### src/rtl/id_ex_stage.sv
// ID/EX pipeline register with load-use hazard detection and saturating
// stall/issue performance counters.
module id_ex_stage #(
    parameter int DATA_W  = 32,
    parameter int RADDR_W = 5,
    parameter int CNT_W   = 16
) (
    input  logic               clk_i,
    input  logic               rst_i,
    input  logic               start_i,
    input  logic               flush_i,
    input  logic               branch_i,
    input  logic               memtoreg_i,
    input  logic [1:0]         aluop_i,
    input  logic               memwrite_i,
    input  logic               alusrc_i,
    input  logic               regwrite_i,
    input  logic               memread_i,
    input  logic [DATA_W-1:0]  rs1_data_i,
    input  logic [DATA_W-1:0]  rs2_data_i,
    input  logic [DATA_W-1:0]  imm_i,
    input  logic [DATA_W-1:0]  pc_i,
    input  logic [9:0]         funct_i,
    input  logic [RADDR_W-1:0] rs1_addr_i,
    input  logic [RADDR_W-1:0] rs2_addr_i,
    input  logic [RADDR_W-1:0] rd_addr_i,
    output logic               stall_o,
    output logic               valid_o,
    output logic               memtoreg_o,
    output logic [1:0]         aluop_o,
    output logic               memwrite_o,
    output logic               alusrc_o,
    output logic               regwrite_o,
    output logic               memread_o,
    output logic [DATA_W-1:0]  rs1_data_o,
    output logic [DATA_W-1:0]  rs2_data_o,
    output logic [DATA_W-1:0]  imm_o,
    output logic [DATA_W-1:0]  pc_o,
    output logic [9:0]         funct_o,
    output logic [RADDR_W-1:0] rs1_addr_o,
    output logic [RADDR_W-1:0] rs2_addr_o,
    output logic [RADDR_W-1:0] rd_addr_o,
    output logic [CNT_W-1:0]   stall_cnt_o,
    output logic [CNT_W-1:0]   issue_cnt_o
);

    localparam logic [CNT_W-1:0] CNT_MAX = '1;

    logic               valid_q, valid_d;
    logic               memtoreg_q, memtoreg_d;
    logic [1:0]         aluop_q, aluop_d;
    logic               memwrite_q, memwrite_d;
    logic               alusrc_q, alusrc_d;
    logic               regwrite_q, regwrite_d;
    logic               memread_q, memread_d;
    logic [DATA_W-1:0]  rs1_data_q, rs1_data_d;
    logic [DATA_W-1:0]  rs2_data_q, rs2_data_d;
    logic [DATA_W-1:0]  imm_q, imm_d;
    logic [DATA_W-1:0]  pc_q, pc_d;
    logic [9:0]         funct_q, funct_d;
    logic [RADDR_W-1:0] rs1_addr_q, rs1_addr_d;
    logic [RADDR_W-1:0] rs2_addr_q, rs2_addr_d;
    logic [RADDR_W-1:0] rd_addr_q, rd_addr_d;
    logic [CNT_W-1:0]   stall_cnt_q, stall_cnt_d;
    logic [CNT_W-1:0]   issue_cnt_q, issue_cnt_d;

    logic load_use;
    logic issue;
    logic branch_unused;

    // Branch resolves in ID; its operands are still covered by the hazard check.
    assign branch_unused = branch_i;

    always_comb begin
        load_use = valid_q & memread_q & (rd_addr_q != '0) &
                   ((rd_addr_q == rs1_addr_i) | (rd_addr_q == rs2_addr_i));
        stall_o  = load_use & ~flush_i & start_i;
        issue    = start_i & ~flush_i & ~stall_o;
    end

    always_comb begin
        valid_d     = issue;
        memtoreg_d  = issue & memtoreg_i;
        aluop_d     = issue ? aluop_i : 2'b00;
        memwrite_d  = issue & memwrite_i;
        alusrc_d    = issue & alusrc_i;
        regwrite_d  = issue & regwrite_i;
        memread_d   = issue & memread_i;
        // Data fields follow the inputs even on bubbles; EX ignores them then.
        rs1_data_d  = rs1_data_i;
        rs2_data_d  = rs2_data_i;
        imm_d       = imm_i;
        pc_d        = pc_i;
        funct_d     = funct_i;
        rs1_addr_d  = rs1_addr_i;
        rs2_addr_d  = rs2_addr_i;
        rd_addr_d   = rd_addr_i;
        stall_cnt_d = stall_cnt_q;
        issue_cnt_d = issue_cnt_q;
        if (stall_o && stall_cnt_q != CNT_MAX) begin
            stall_cnt_d = stall_cnt_q + 1'b1;
        end
        if (issue && issue_cnt_q != CNT_MAX) begin
            issue_cnt_d = issue_cnt_q + 1'b1;
        end
    end

    always_ff @(posedge clk_i or negedge rst_i) begin
        if (!rst_i) begin
            valid_q     <= 1'b0;
            memtoreg_q  <= 1'b0;
            aluop_q     <= 2'b00;
            memwrite_q  <= 1'b0;
            alusrc_q    <= 1'b0;
            regwrite_q  <= 1'b0;
            memread_q   <= 1'b0;
            rs1_data_q  <= '0;
            rs2_data_q  <= '0;
            imm_q       <= '0;
            pc_q        <= '0;
            funct_q     <= '0;
            rs1_addr_q  <= '0;
            rs2_addr_q  <= '0;
            rd_addr_q   <= '0;
            stall_cnt_q <= '0;
            issue_cnt_q <= '0;
        end else begin
            valid_q     <= valid_d;
            memtoreg_q  <= memtoreg_d;
            aluop_q     <= aluop_d;
            memwrite_q  <= memwrite_d;
            alusrc_q    <= alusrc_d;
            regwrite_q  <= regwrite_d;
            memread_q   <= memread_d;
            rs1_data_q  <= rs1_data_d;
            rs2_data_q  <= rs2_data_d;
            imm_q       <= imm_d;
            pc_q        <= pc_d;
            funct_q     <= funct_d;
            rs1_addr_q  <= rs1_addr_d;
            rs2_addr_q  <= rs2_addr_d;
            rd_addr_q   <= rd_addr_d;
            stall_cnt_q <= stall_cnt_d;
            issue_cnt_q <= issue_cnt_d;
        end
    end

    assign valid_o     = valid_q;
    assign memtoreg_o  = memtoreg_q;
    assign aluop_o     = aluop_q;
    assign memwrite_o  = memwrite_q;
    assign alusrc_o    = alusrc_q;
    assign regwrite_o  = regwrite_q;
    assign memread_o   = memread_q;
    assign rs1_data_o  = rs1_data_q;
    assign rs2_data_o  = rs2_data_q;
    assign imm_o       = imm_q;
    assign pc_o        = pc_q;
    assign funct_o     = funct_q;
    assign rs1_addr_o  = rs1_addr_q;
    assign rs2_addr_o  = rs2_addr_q;
    assign rd_addr_o   = rd_addr_q;
    assign stall_cnt_o = stall_cnt_q;
    assign issue_cnt_o = issue_cnt_q;

endmodule

### config.mk
export PLATFORM = sky130hd
export DESIGN_NAME = id_ex_stage
export DESIGN_NICKNAME = d
export VERILOG_FILES = /design/src/rtl/id_ex_stage.sv
export SDC_FILE = /design/constraint.sdc
export NUM_CORES = 1
export LEC_CHECK = 0
export CORE_AREA = 2 2 140 142
export CTS_BUF_LIST = sky130_fd_sc_hd__clkbuf_16
export DETAILED_ROUTE_END_ITERATION = 12
export DIE_AREA = 0 0 142 144
export GPL_TIMING_DRIVEN = 0
export PLACE_DENSITY = 0.75
export SLEW_MARGIN = 25
export SYNTH_ARGS = -nofsm -noshare
export SYNTH_HDL_FRONTEND = slang
export SYNTH_SLANG_ARGS = --single-unit
export TNS_END_PERCENT = 5
### constraint.sdc
create_clock -name clk_i -period 1.7 [get_ports clk_i]
set_input_delay 0.34 -clock clk_i [delete_from_list [all_inputs] [get_ports clk_i]]
set_output_delay 0.34 -clock clk_i [all_outputs]
set_load 0.02 [all_outputs]
==> summary.txt <==
Outcome
  – Status: finished, violations left
  – Failing checks: negative setup slack

Yosys
  – Register area share after synthesis: between 80 and 90%
  – Adder-cell share of the synthesized area: less than 1%
  – Main combinational cell family by area after synthesis: simple AND/OR/NAND/NOR gates
  – Post-Syn Nets: 500
  – #FFs+latches synth: about 190
  – Yosys warning total: 0
  – Unique masters post-synth: 28
  – Post-synthesis compound-gate area fraction: less than 1%
  – Multiplexer share of the synthesized area: 0.388%
  – Synth Instances: 333
  – Post-synthesis simple-gate area fraction: 8.56%
  – Mapped Area: 5810 um^2
  – Syn avg cell area: ~17 um^2
  – Xor/xnor share of the synthesized area: around 6.3%

Pwr
  – Comb power frac: approximately 14%
  – PwrDens: between 900 and 1000 nW/um^2
  – Psw: between 0.002 and 0.003 W
  – Pint: between 0.007 and 0.008 W
  – VDD IR max: 0.647 mV
  – Power share of the clock group: 38.3%
  – Pleak: around 5 nW
  – Reg power frac: about 48%
  – Switching Share: 26.5%

Cells and area
  – Layout area overhead: 80.1%
  – Commonest non-fill, non-tap cells in the layout: dlygate4sd2_1 (187), dfrtp_1 (182), clkdlybuf4s50_1 (162)
  – Final core utilization: a little over half
  – Fill cells: 1,605
  – Fin area: 10,500 um^2
  – Final #Nets: 896
  – Non-filler cells, final: 980
  – Share of layout cells above drive strength 1: 13.6%
  – Most common library cell in the layout ignoring fill and taps: dlygate4sd2_1
  – Number of antenna diodes: 0

Clock tree
  – CTS tree: yes
  – Root buf cell: clkbuf_16
  – Num CTS Buffers: 17
  – H-tree levels: 4
  – Worst-Skew Late Latency: about 430 ps
  – Clk buf depth: 2
  – Sink Count: just under 200
  – Reg clk slew, reported paths: about 80 ps

Detailed routing
  – DRC: 0
  – Per-cell routed wire length: approximately 17 um
  – Post-route ant nets: 0
  – Vias per cell: 4.30
  – Wirelength, routed: approximately 17 mm
  – Pre-antenna DRT Iters: 4
  – Total number of vias: roughly 4,200
  – Initial detailed-routing violation count: between 60 and 70

Setup path
  – Worst EP required: approximately 1400 ps
  – R2r endpoint: issue_cnt_o[5]
  – CP arrival: ~1900 ps
  – R2R depth: 8
  – CP endpoint kind: primary output
  – Setup CP Type: input pin to primary output
  – Setup crit end: stall_o
  – Reg2reg setup slack: -380 ps
  – Crit Path Max Fanout: 2
  – Crit path launch: rs1_addr_i[2]
  – Worst r2r src: rd_addr_o[0]
  – CP startpoint kind: input pin

Timing
  – Hold WS: roughly 340 ps
  – Final Critical Period: between 2000 and 2500 ps
  – Worst Slack Setup Final: -512 ps
  – F_max: around 0.45 GHz
  – Fin. max-slew vios: 0
  – Count of final hold-check violations: 0
  – Final period utilization: 130%
  – Clk_skew: 9.35 ps
  – Total Negative Setup Slacks: -9560 ps
  – Final Setup Violations: 40
  – RSZ-0062 raised after global routing: true
  – Slew HR: 64.0%
  – Tightest Pin Transition: roughly 540 ps

Place
  – I/O Buffers: about 360
  – Cells after DPL: 930
  – HPWL after DPL: ~13 mm
  – Cell Area, Placed: 9760 um^2
  – GP Congestion: slightly below 0.8

Floorplan
  – Die width: around 140 um
  – Initial Util: 30.4%
  – Die height: approximately 140 um
  – Total Die Area: slightly above 20,000 um^2
  – Ports: about 360
  – CORE AREA: between 15,000 and 20,000 um^2
  – # rows: 51

GRT
  – Total GRT Usage: 16.6%
  – Largest net degree at the start of global routing: 95
  – Total congestion overflow: 0
  – Number of global-route vias before repair: 4,293
  – Antenna violations before repair: 1
  – First-pass GRT wire length: roughly 25 mm

Min path
  – Min-Delay Path Class: input pin to flop

Run
  – Max cap viols: 0
layout make-up:
class | count | area, um^2 | area share, %
Sequential cell | 193 | 4840 | 46.3
Buffer | 4 | 56.3 | 0.539
Clock inverter | 15 | 179 | 1.71
Tap cell | 238 | 298 | 2.85
Clock buffer | 17 | 425 | 4.07
Multi-Input combinational cell | 134 | 1070 | 10.2
Inverter | 2 | 7.51 | 0.0718
Timing Repair Buffer | 377 | 3570 | 34.2
cells by family (layout without fill, tap and decap cells):
family	Yosys count	count (layout)
xor gates and xnor gates	40	40
and+or+nand+nor	87	87
buffers and inverters	6	415
muxes	2	2
adders and majority gates	2	2
DFF	193	193
AOI/OAI and AO/OA	3	3
registers in the layout, indices dropped and copies added (netlist names), 2 cells and up:
name         cells
aluop_o          2
rd_addr_o        5
rs1_data_o      32
issue_cnt_o     16
pc_o            32
stall_cnt_o     16
imm_o           32
funct_o         10
rs1_addr_o       5
rs2_addr_o       5
rs2_data_o      32
metrics by stage:
stage          power, W  worst slack (ps)
5_1_grt          0.0109              -594
6_report         0.0104              -512
3_5_place_dp    0.00670             -1250
3_3_place_gp    0.00666             -8100
4_1_cts          0.0106              -534
2_1_floorplan   0.00558             -27.4
routing by layer:
| layer | GRT usage [%] | vias to the layer above | part of all wire [%] |
|---|---|---|---|
| li1 | - | 1898 | - |
| met1 | 17.7 | 2081 | 35 |
| met2 | 28.9 | 208 | 53 |
| met3 | 8.31 | 26 | 10 |
| met4 | 5.32 | 2 | 1.7 |
| met5 | 0 | - | 0.071 |
power by group through the flow:
stage / clock (W) / sequential (W) / combinational [W]
finish: 0.00399 / 0.00501 / 0.00143
global route: 0.00432 / 0.00504 / 0.00153
CTS: 0.00412 / 0.00500 / 0.00144
detailed placement: 0 / 0.00511 / 0.00160
global placement: 0 / 0.00510 / 0.00156
floorplan: 0 / 0.00543 / 0.000151
synth_stat cells:
cell      count  area (um^2)
or4_4         2         22.5
and3_1        6         37.5
nor2b_1       1         6.26
ha_1          2         25.0
nor3_1        6         30.0
inv_1         2         7.51
mux2_2        2         22.5
nand3_1      13         65.1
and4_1        3         26.3
and2_4        2         17.5
dfrtp_1     193         4830
nand2_1      17         63.8
xnor2_1      25          219
and2_1       10         62.6
xor2_1       13          114
nand4_1      11         68.8
nor2_1        6         22.5
a21oi_1       1         5.00
nor4_1        5         31.3
o22ai_1       1         6.26
xnor2_2       2         32.5
a311oi_1      1         8.76
or2_2         1         6.26
buf_6         3         33.8
nand2b_1      2         12.5
nor4_2        1         12.5
and3_4        1         11.3
buf_2         1         5.00
repair_timing:
action | in CTS | in global routing
hold buffers | 1 | 0
setup buffers | 14 | 2
gates resized for setup | 216 | 20
cloned | 1 | 0
pin swaps | 8 | 13
setup endpoints to repair | 228 | 47
endpoints found under the hold margin | 25 | 0
critical path, stage by stage:
cell             delay, ps
clkdlybuf4s50_1        560
xnor2_2                150
nand3_2                130
o22ai_2                210
and2_4                 180
buf_8                  100
buf_8                   90
buf_6                  100
how the worst min path moves through the flow:
stage,slack (ps),cells after the start,endpoint,startpoint
after detailed placement,210,1,rs1_data_o[26],rst_i
after global placement,470,1,issue_cnt_o[10],issue_cnt_o[10]
after floorplan,40,0,aluop_o[0],rst_i
final,340,1,rs2_data_o[28],rs2_data_i[28]
after CTS,320,1,rs2_data_o[28],rs2_data_i[28]
after global routing,310,1,pc_o[0],pc_i[0]
Note: power is estimated with default switching activity, not from simulation.
